--- src/rtl/sprite_regs_pkg.sv ---
`default_nettype none
// ============================================================================
//  Module   : sprite_regs_pkg
//  Purpose  : Shared constants, register map and FSM encoding for the
//             frame-synchronous sprite register controller.
//  Revision : 1.0  initial release
// ============================================================================
package sprite_regs_pkg;

  // Default geometry of the sprite bank
  localparam int DEF_NSPRITE = 6;
  localparam int DEF_COORD_W = 8;

  // Register index of a control register placed after the 2*N coordinate slots
  function automatic logic [8:0] reg_addr(input int nsprite, input int offset);
    return 9'(2 * nsprite + offset);
  endfunction

  // Register map for the default geometry
  localparam logic [8:0] ADDR_SCORE  = reg_addr(DEF_NSPRITE, 0);
  localparam logic [8:0] ADDR_EN     = reg_addr(DEF_NSPRITE, 1);
  localparam logic [8:0] ADDR_COMMIT = reg_addr(DEF_NSPRITE, 2);
  localparam logic [8:0] ADDR_CTRL   = reg_addr(DEF_NSPRITE, 3);

  // Frames per animation step out of reset
  localparam logic [7:0] ANIM_PERIOD_RST = 8'd6;

  // Commit state machine
  typedef enum logic [0:0] {
    ST_IDLE  = 1'b0,
    ST_ARMED = 1'b1
  } commit_state_t;

endpackage
`default_nettype wire

--- src/rtl/anim_sequencer.sv ---
`default_nettype none
// ============================================================================
//  Module   : anim_sequencer
//  Purpose  : Frame divider plus 3-phase counter driving the dino walk cycle.
//             Steps once every PERIOD frame ticks; PERIOD=0 freezes it.
//  Revision : 1.0  initial release
// ============================================================================
module anim_sequencer (
  input  logic       clk,
  input  logic       reset,
  input  logic       tick,
  input  logic [7:0] period,
  input  logic       clr,
  output logic [1:0] phase
);

  logic [7:0] r_count;
  logic [1:0] r_phase;

  // Frame divider and phase stepper; a clear wins over a coincident tick
  always_ff @(posedge clk or posedge reset) begin
    if (reset) begin
      r_count <= '0;
      r_phase <= 2'd0;
    end else if (clr) begin
      r_count <= '0;
    end else if (tick && (period != 8'd0)) begin
      // >= keeps the divider from running away if it ever exceeds the period
      if (r_count >= (period - 8'd1)) begin
        r_count <= '0;
        r_phase <= (r_phase == 2'd2) ? 2'd0 : (r_phase + 2'd1);
      end else begin
        r_count <= r_count + 8'd1;
      end
    end
  end

  assign phase = r_phase;

endmodule
`default_nettype wire

--- src/rtl/sprite_commit_ctrl.sv ---
`default_nettype none
// ============================================================================
//  Module   : sprite_commit_ctrl
//  Purpose  : Host-written shadow bank for sprite positions, enable mask and
//             score, copied to the live bank on the frame tick that starts
//             vertical blanking. Also owns the dino animation phase.
//  Revision : 1.0  initial release
// ============================================================================
module sprite_commit_ctrl
  import sprite_regs_pkg::*;
#(
  parameter int NSPRITE = DEF_NSPRITE,
  parameter int COORD_W = DEF_COORD_W,
  parameter int VACTIVE = 480
) (
  input  logic                       clk,
  input  logic                       reset,
  input  logic                       chipselect,
  input  logic                       write,
  input  logic [8:0]                 address,
  input  logic [31:0]                writedata,
  input  logic [10:0]                hcount,
  input  logic [9:0]                 vcount,
  output logic [NSPRITE*COORD_W-1:0] live_x,
  output logic [NSPRITE*COORD_W-1:0] live_y,
  output logic [NSPRITE-1:0]         live_en,
  output logic [15:0]                live_score,
  output logic [1:0]                 anim_phase,
  output logic                       commit_pending,
  output logic                       commit_done
);

  localparam logic [8:0] A_SCORE  = reg_addr(NSPRITE, 0);
  localparam logic [8:0] A_EN     = reg_addr(NSPRITE, 1);
  localparam logic [8:0] A_COMMIT = reg_addr(NSPRITE, 2);
  localparam logic [8:0] A_CTRL   = reg_addr(NSPRITE, 3);

  // Shadow bank
  logic [NSPRITE*COORD_W-1:0] r_shadow_x;
  logic [NSPRITE*COORD_W-1:0] r_shadow_y;
  logic [NSPRITE-1:0]         r_shadow_en;
  logic [15:0]                r_shadow_score;

  // Live bank
  logic [NSPRITE*COORD_W-1:0] r_live_x;
  logic [NSPRITE*COORD_W-1:0] r_live_y;
  logic [NSPRITE-1:0]         r_live_en;
  logic [15:0]                r_live_score;

  // Control
  logic          r_auto;
  logic [7:0]    r_period;
  logic          r_done;
  commit_state_t r_state;
  commit_state_t w_state_next;

  logic w_tick;
  logic w_wr;
  logic w_commit_wr;
  logic w_ctrl_wr;
  logic w_fire;

  // hcount advances every clk, so this matches for exactly one cycle per frame
  assign w_tick      = (hcount == 11'd0) && (vcount == 10'(VACTIVE));
  assign w_wr        = chipselect && write;
  assign w_commit_wr = w_wr && (address == A_COMMIT);
  assign w_ctrl_wr   = w_wr && (address == A_CTRL);
  assign w_fire      = (r_state == ST_ARMED) && w_tick;

  // Host writes into the shadow bank; unmapped addresses fall through
  always_ff @(posedge clk or posedge reset) begin
    if (reset) begin
      r_shadow_x     <= '0;
      r_shadow_y     <= '0;
      r_shadow_en    <= '0;
      r_shadow_score <= '0;
    end else if (w_wr) begin
      for (int i = 0; i < NSPRITE; i++) begin
        if (address == 9'(2 * i))
          r_shadow_x[i*COORD_W +: COORD_W] <= writedata[COORD_W-1:0];
        if (address == 9'(2 * i + 1))
          r_shadow_y[i*COORD_W +: COORD_W] <= writedata[COORD_W-1:0];
      end
      if (address == A_SCORE) r_shadow_score <= writedata[15:0];
      if (address == A_EN)    r_shadow_en    <= writedata[NSPRITE-1:0];
    end
  end

  // Live bank copy; nonblocking read means a same-edge shadow write is missed
  always_ff @(posedge clk or posedge reset) begin
    if (reset) begin
      r_live_x     <= '0;
      r_live_y     <= '0;
      r_live_en    <= '0;
      r_live_score <= '0;
      r_done       <= 1'b0;
    end else begin
      r_done <= w_fire;
      if (w_fire) begin
        r_live_x     <= r_shadow_x;
        r_live_y     <= r_shadow_y;
        r_live_en    <= r_shadow_en;
        r_live_score <= r_shadow_score;
      end
    end
  end

  // CTRL register, applied immediately rather than through the shadow bank
  always_ff @(posedge clk or posedge reset) begin
    if (reset) begin
      r_auto   <= 1'b0;
      r_period <= ANIM_PERIOD_RST;
    end else if (w_ctrl_wr) begin
      r_auto   <= writedata[0];
      r_period <= writedata[15:8];
    end
  end

  // Commit state register
  always_ff @(posedge clk or posedge reset) begin
    if (reset) r_state <= ST_IDLE;
    else       r_state <= w_state_next;
  end

  // Next-state: a tick while IDLE only arms, so a commit never shares its arming cycle
  always_comb begin
    w_state_next = r_state;
    case (r_state)
      ST_IDLE:  if (w_commit_wr || (w_tick && r_auto)) w_state_next = ST_ARMED;
      ST_ARMED: if (w_tick) w_state_next = ST_IDLE;
      default:  w_state_next = ST_IDLE;
    endcase
  end

  anim_sequencer u_anim (
    .clk    (clk),
    .reset  (reset),
    .tick   (w_tick),
    .period (r_period),
    .clr    (w_ctrl_wr),
    .phase  (anim_phase)
  );

  assign live_x         = r_live_x;
  assign live_y         = r_live_y;
  assign live_en        = r_live_en;
  assign live_score     = r_live_score;
  assign commit_pending = (r_state == ST_ARMED);
  assign commit_done    = r_done;

endmodule
`default_nettype wire

--- config.mk ---
export PLATFORM = sky130hd
export DESIGN_NAME = sprite_commit_ctrl
export DESIGN_NICKNAME = d
export VERILOG_FILES = /design/src/rtl/sprite_regs_pkg.sv /design/src/rtl/anim_sequencer.sv /design/src/rtl/sprite_commit_ctrl.sv
export SDC_FILE = /design/constraint.sdc
export NUM_CORES = 1
export LEC_CHECK = 0
export BUFFER_PORTS_ARGS = -buffer_cell sky130_fd_sc_hd__buf_2
export CAP_MARGIN = 10
export CORE_MARGIN = 1.5
export CORE_UTILIZATION = 45
export DETAILED_ROUTE_END_ITERATION = 10
export GPL_ROUTABILITY_DRIVEN = 0
export PLACE_DENSITY = 0.69
export SYNTH_ARGS = -nofsm -noshare
export SYNTH_HDL_FRONTEND = slang
export SYNTH_SLANG_ARGS = --single-unit
--- constraint.sdc ---
create_clock -name clk -period 13.62 [get_ports clk]
set_clock_uncertainty 0.15 [all_clocks]
set_input_delay 0.681 -clock clk [delete_from_list [all_inputs] [get_ports clk]]
set_output_delay 0.681 -clock clk [all_outputs]
set_load 0.005 [all_outputs]
* Yosys cells after proc, flatten, opt, wreduce, memory -nomap -nowiden
Cells that the tools add are included.
Word-level totals: register bits 257, input port bits 66
Cells by class: add/subtract/negate cells 3, order comparisons 1, equality and inequality tests 17, mux-type cells 7, bitwise gates (word level) 2, reductions and logical operators 27
Operators with widths (number):
- == test 9 x 4 -> 1 bit, second input constant | 8
- == test 9 x 3 -> 1 bit, second input constant | 4
- AND reduction 2 bit | 14
- two-way mux 8 bit | 3
- == test 9 x 2 -> 1 bit, second input constant | 2
- zero test 11 bit | 1
- == test 10 x 9 -> 1 bit, second input constant | 1
- == test 9 x 1 -> 1 bit, second input constant | 1
- zero test 9 bit | 1
- adder 8 x 1 -> 8 bit, second input constant | 1
- >= comparator 8 bit | 1
- nonzero test 8 bit | 1
- subtractor 8 x 1 -> 8 bit, second input constant | 1
- logical AND 1 bit | 7
- AND reduction 3 bit | 1
- adder 2 x 1 -> 2 bit, second input constant | 1
- == test 2 bit, second input constant | 1
- two-way mux 1 bit | 2
- two-way mux 2 bit | 1
- inverter 1 bit | 2
- case mux 1 bit (2 select lines) | 1
- nonzero test 2 bit | 1
- logical OR 1 bit | 1

* Longest topological paths before layout
depth in word-level cells 6, gate-level depth with buffers 11, mapped depth without buffers 11

* Cells and area by module
From an unflattened synthesis, not the netlist that was laid out.
Second synthesis, totals: cells, all modules 656, area, all modules 10311.1 sq um
Modules (own cells, without submodules):
- sprite_commit_ctrl | times used 1, cells an instance 563, area each 9427.8 sq um, seq. area each 6183.4 sq um
- anim_sequencer | times used 1, cells an instance 93, area each 883.3 sq um, seq. area each 250.2 sq um

* Worst setup path before layout
Ideal clock, no wire load.
path type register -> register, from reg r_period[3], to reg u_anim.r_phase[0], in the netlist u_anim.phase[0], setup time 125 ps, data arrival time 2490 ps, data required time 13345 ps, path slack 10855 ps, stages on the path, launching flop included 10, buffers on the path 0, cell sequence dfrtp_1 or4_4 nor4_1 xnor2_1 ha_1 nand2_1 o21ai_0 a21oi_4 nor3_2 mux2_4
Between the ends: word-level cells in the longest chain between the ends 3
RTL lines:
- start, declared | line sprite_commit_ctrl.sv:52 | logic [7:0] r_period;
- start signal, assigned | line sprite_commit_ctrl.sv:115 | r_period <= writedata[15:8];
- subtractor 8 x 1 -> 8 bit / nonzero test 8 bit (equally long branches) | line anim_sequencer.sv:29, anim_sequencer.sv:27
- >= comparator 8 bit / logical AND 1 bit (equally long branches) | line anim_sequencer.sv:29, anim_sequencer.sv:27
- AND reduction 3 bit (no line) (*)
- end signal, assigned | line anim_sequencer.sv:31 | r_phase <= (r_phase == 2'd2) ? 2'd0 : (r_phase + 2'd1);
- end, declared | line anim_sequencer.sv:18 | logic [1:0] r_phase;
Mark *: on every way between the ends. The rest lies on a longest branch, timed or not. A chain may end at the register's enable or synchronous reset.

* Worst setup path in the final report
from in vcount[3], to reg r_live_x[33], in the netlist live_x[33]
Between the ends: word-level cells in the longest chain between the ends 3
RTL lines:
- start, declared | line sprite_commit_ctrl.sv:23 | input logic [9:0] vcount,
- == test 10 x 9 -> 1 bit | line sprite_commit_ctrl.sv:64 | assign w_tick = (hcount == 11'd0) && (vcount == 10'(VACTIVE));
- logical AND 1 bit | line sprite_commit_ctrl.sv:64
- logical AND 1 bit | line sprite_commit_ctrl.sv:68 | assign w_fire = (r_state == ST_ARMED) && w_tick;
- end signal, assigned | line sprite_commit_ctrl.sv:100 | r_live_x <= r_shadow_x;
- end, declared | line sprite_commit_ctrl.sv:45 | logic [NSPRITE*COORD_W-1:0] r_live_x;
Every way passes these cells.

==> impl_metrics.toml <==
[status]
outcome = "finished, final reports clean"

[power]
p_clk_share_pct = 49.4
vdd_drop_max_mv = 0.0943
seq_power_share_pct = 48.1
p_leak_nw = 6.63
power.total_mw = 1.61
combPwrFrac_pct = 2.6
p_switching_uw = 337
switching_share_pct = 21.0
p_per_area_nw_per_um2 = 131
p_int_mw = 1.27

[flow_run]
drv_cap = 0

[synth]
synth-seq-cells = 257
ys_warn_count = 0
netlist_area_um2 = 10200
ys.flop_type = "dfrtp_1"
synth_top_area_share_pct = 62.5
synth_edf_count = 0
async_flop_share_pct = 100
syn_avg_cell_area_um2 = 15.2
synth_cell_types = 43
syn_nets = 748
post-synth-top-count-cell = "dfrtp_1"
synth_cells = 671
synthTopCellsByArea = "dfrtp_1 (62%), mux2_2 (26%), nand2_1 (1.5%)"
ys_top_cells_by_count = "dfrtp_1 (255), mux2_2 (233), nand2_1 (41)"
yosysSeqAreaShare_pct = 63.0
synth_top_cell_by_area = "dfrtp_1"

[die]
row_count = 54
start_util_pct = 46.4
ios = 188
die_h_um = 154
fp.dieW_um = 154
fp.coreArea_um2 = 22000
dieArea_um2 = 23600

[cts]
clk_latency_ns = 0.54
post_cts_resized = 0
clockRootBuffer = "clkbuf_16"
numCtsBuffers = 28
holdBufCountCts = 0
post_cts_buffers = 0
clk_pin_slew_worst_paths_ns = 0.06
cts_tree = "done"
clockBufferDepth = 3
cts_sinks = 257
htree_num_levels = 1

[critical_path]
worstSetupStartpointType = "primary input"
r2r_setup_slack_ns = 10.61
cp_slowest_cell = "buf_4"
end_kind = "register"
slowest_delay_ns = 0.95
r2r-start = "r_period[3]"
path_max_fanout = 79
critPathRequiredTime_ns = 13.89
critPathKind = "in -> reg"
crit_chain = "buf_2, nor4b_1, nand4_1, nor2_1, and2_4, buf_4, mux2_2"
arrival_ns = 3.71
crit_start = "vcount[3]"
crit_family = "simple AND/OR/NAND/NOR gates"
path_buf_inv = 2

[grt]
grtUsageMet1_pct = 25.1
grt_usage_pct = 18.6
grt_util_met2_pct = 30.0
top_usage_layer = "met2"
grt_use_met3_pct = 5.27
grt_first_pass_wirelength_mm = 34.4
grt_max_degree = 130
grt_pass1_vias = 6123
grt_antenna_before_repair = 4
overflow = 0

[sta]
period_needed_ns = 3.43
setup_viol = 0
finalCritPeriodShare_pct = 25.2
slew_headroom_pct = 25.8
tightest_slew_ns = 1.11
max_freq_mhz = 291
drv_slew = 0
hold_viol = 0
rsz0062_at_grt = "no"
tns_ns = 0

[place]
port_buffers = 171
hpwl_mm = 13.7
placed_cell_area_um2 = 11300

[finish]
synthToLayoutAreaGrowth_pct = 20.3
final_layout_size_suffix_gt1_share_pct = 54.1
stdcell_area_um2 = 12300
final_nets = 923
final_util_pct = 55.8

[route]
wl_per_cell_um = 18.9
drtIter0Drc = 201
vias_per_cell = 5.24
num_vias = 6026
drtPass1Iterations = 4
antenna_left = 0
drcViolationCount = 0
wl_mm = 21.7

[min_path]
min_path_type = "in -> async"
[per-stage QoR]
stage	instances	setup slack, ns	hold WS (ns)
floorplan	671	5.72	0.296
global placement	1096	9.59	0.317
detailed placement	1096	9.57	0.327
CTS	1147	10.11	0.181
global route	1148	9.84	0.195
finish	1150	10.19	0.187
[sequential cells by signal (all words and copies together) (netlist names)]
register,flops
r_shadow_score,16
live_x,48
live_en,6
u_anim.phase,2
commit_pending,1
r_shadow_en,6
commit_done,1
r_period,8
live_score,16
u_anim.r_count,8
live_y,48
r_auto,1
r_shadow_y,48
r_shadow_x,48
[power groups by stage]
stage / Clock (mW) / Combinational, mW / Sequential (mW)
finish: 0.794 / 0.0411 / 0.773
CTS: 0.813 / 0.0432 / 0.773
detailed placement: 0 / 0.0432 / 0.787
global route: 0.847 / 0.0473 / 0.773
floorplan: 0 / 0.0227 / 0.786
global placement: 0 / 0.0425 / 0.786
[final timing paths]
check | end | cells after the start
max in group asynchronous | live_x[7] | 3
max | live_x[33] | 7
min in group clk | r_period[2] | 3
min reg2reg | r_auto | 2
min | live_y[32] | 2
max reg2reg | u_anim.phase[0] | 9
[layout make-up]
type	instances	area, um^2
well taps	280	350
flip-flops and latches	257	6430
multi-input cells	378	3600
clock buffers	35	757
fillers	1824	9740
repair buffers	174	878
clock inverters	16	224
diodes	3	7.51
inverters	7	33.8
[cells in the final DEF, fill, tap and decap left out, types with 2 or more instances in the layout]
cell type,n
bufinv_16,5
nand4_1,2
clkbuf_16,28
clkinv_2,8
and2_1,7
mux2_1,3
nand3_1,6
clkbuf_1,4
nor3_1,3
buf_4,3
dfstp_2,2
and4_1,3
mux2_2,233
and3_1,2
buf_2,171
nor3b_1,3
a31oi_1,2
dfrtp_1,255
a21oi_1,6
inv_1,6
o21ai_0,4
or3_1,2
nor4_1,6
nor2_1,11
diode_2,3
nand2_1,41
ha_1,11
nor2b_1,2
nor3_2,3
clkbuf_8,3
xnor2_1,8
mux2_4,2
nor4b_1,2
[per-layer routing]
metal	vias up	wire (um)
li1	2732	-
met1	3132	9810
met2	136	10200
met3	24	1390
met4	2	347
met5	-	13
[kinds of logic (layout without fill, tap and decap cells)]
logic type / Yosys count / count (layout) / share of synthesized area, %
AND/OR/NAND/NOR: 102 / 102 / 5.54
flip-flops: 257 / 257 / 63.0
buffers and inverters: 36 / 232 / 1.79
XOR/XNOR: 9 / 9 / 0.772
other: 0 / 3 / 0
AO/OA/AOI/OAI: 18 / 18 / 1.25
multiplexers: 238 / 238 / 26.3
adder cells (fa/ha/maj): 11 / 11 / 1.35
Note: power is estimated with default switching activity, not from simulation.
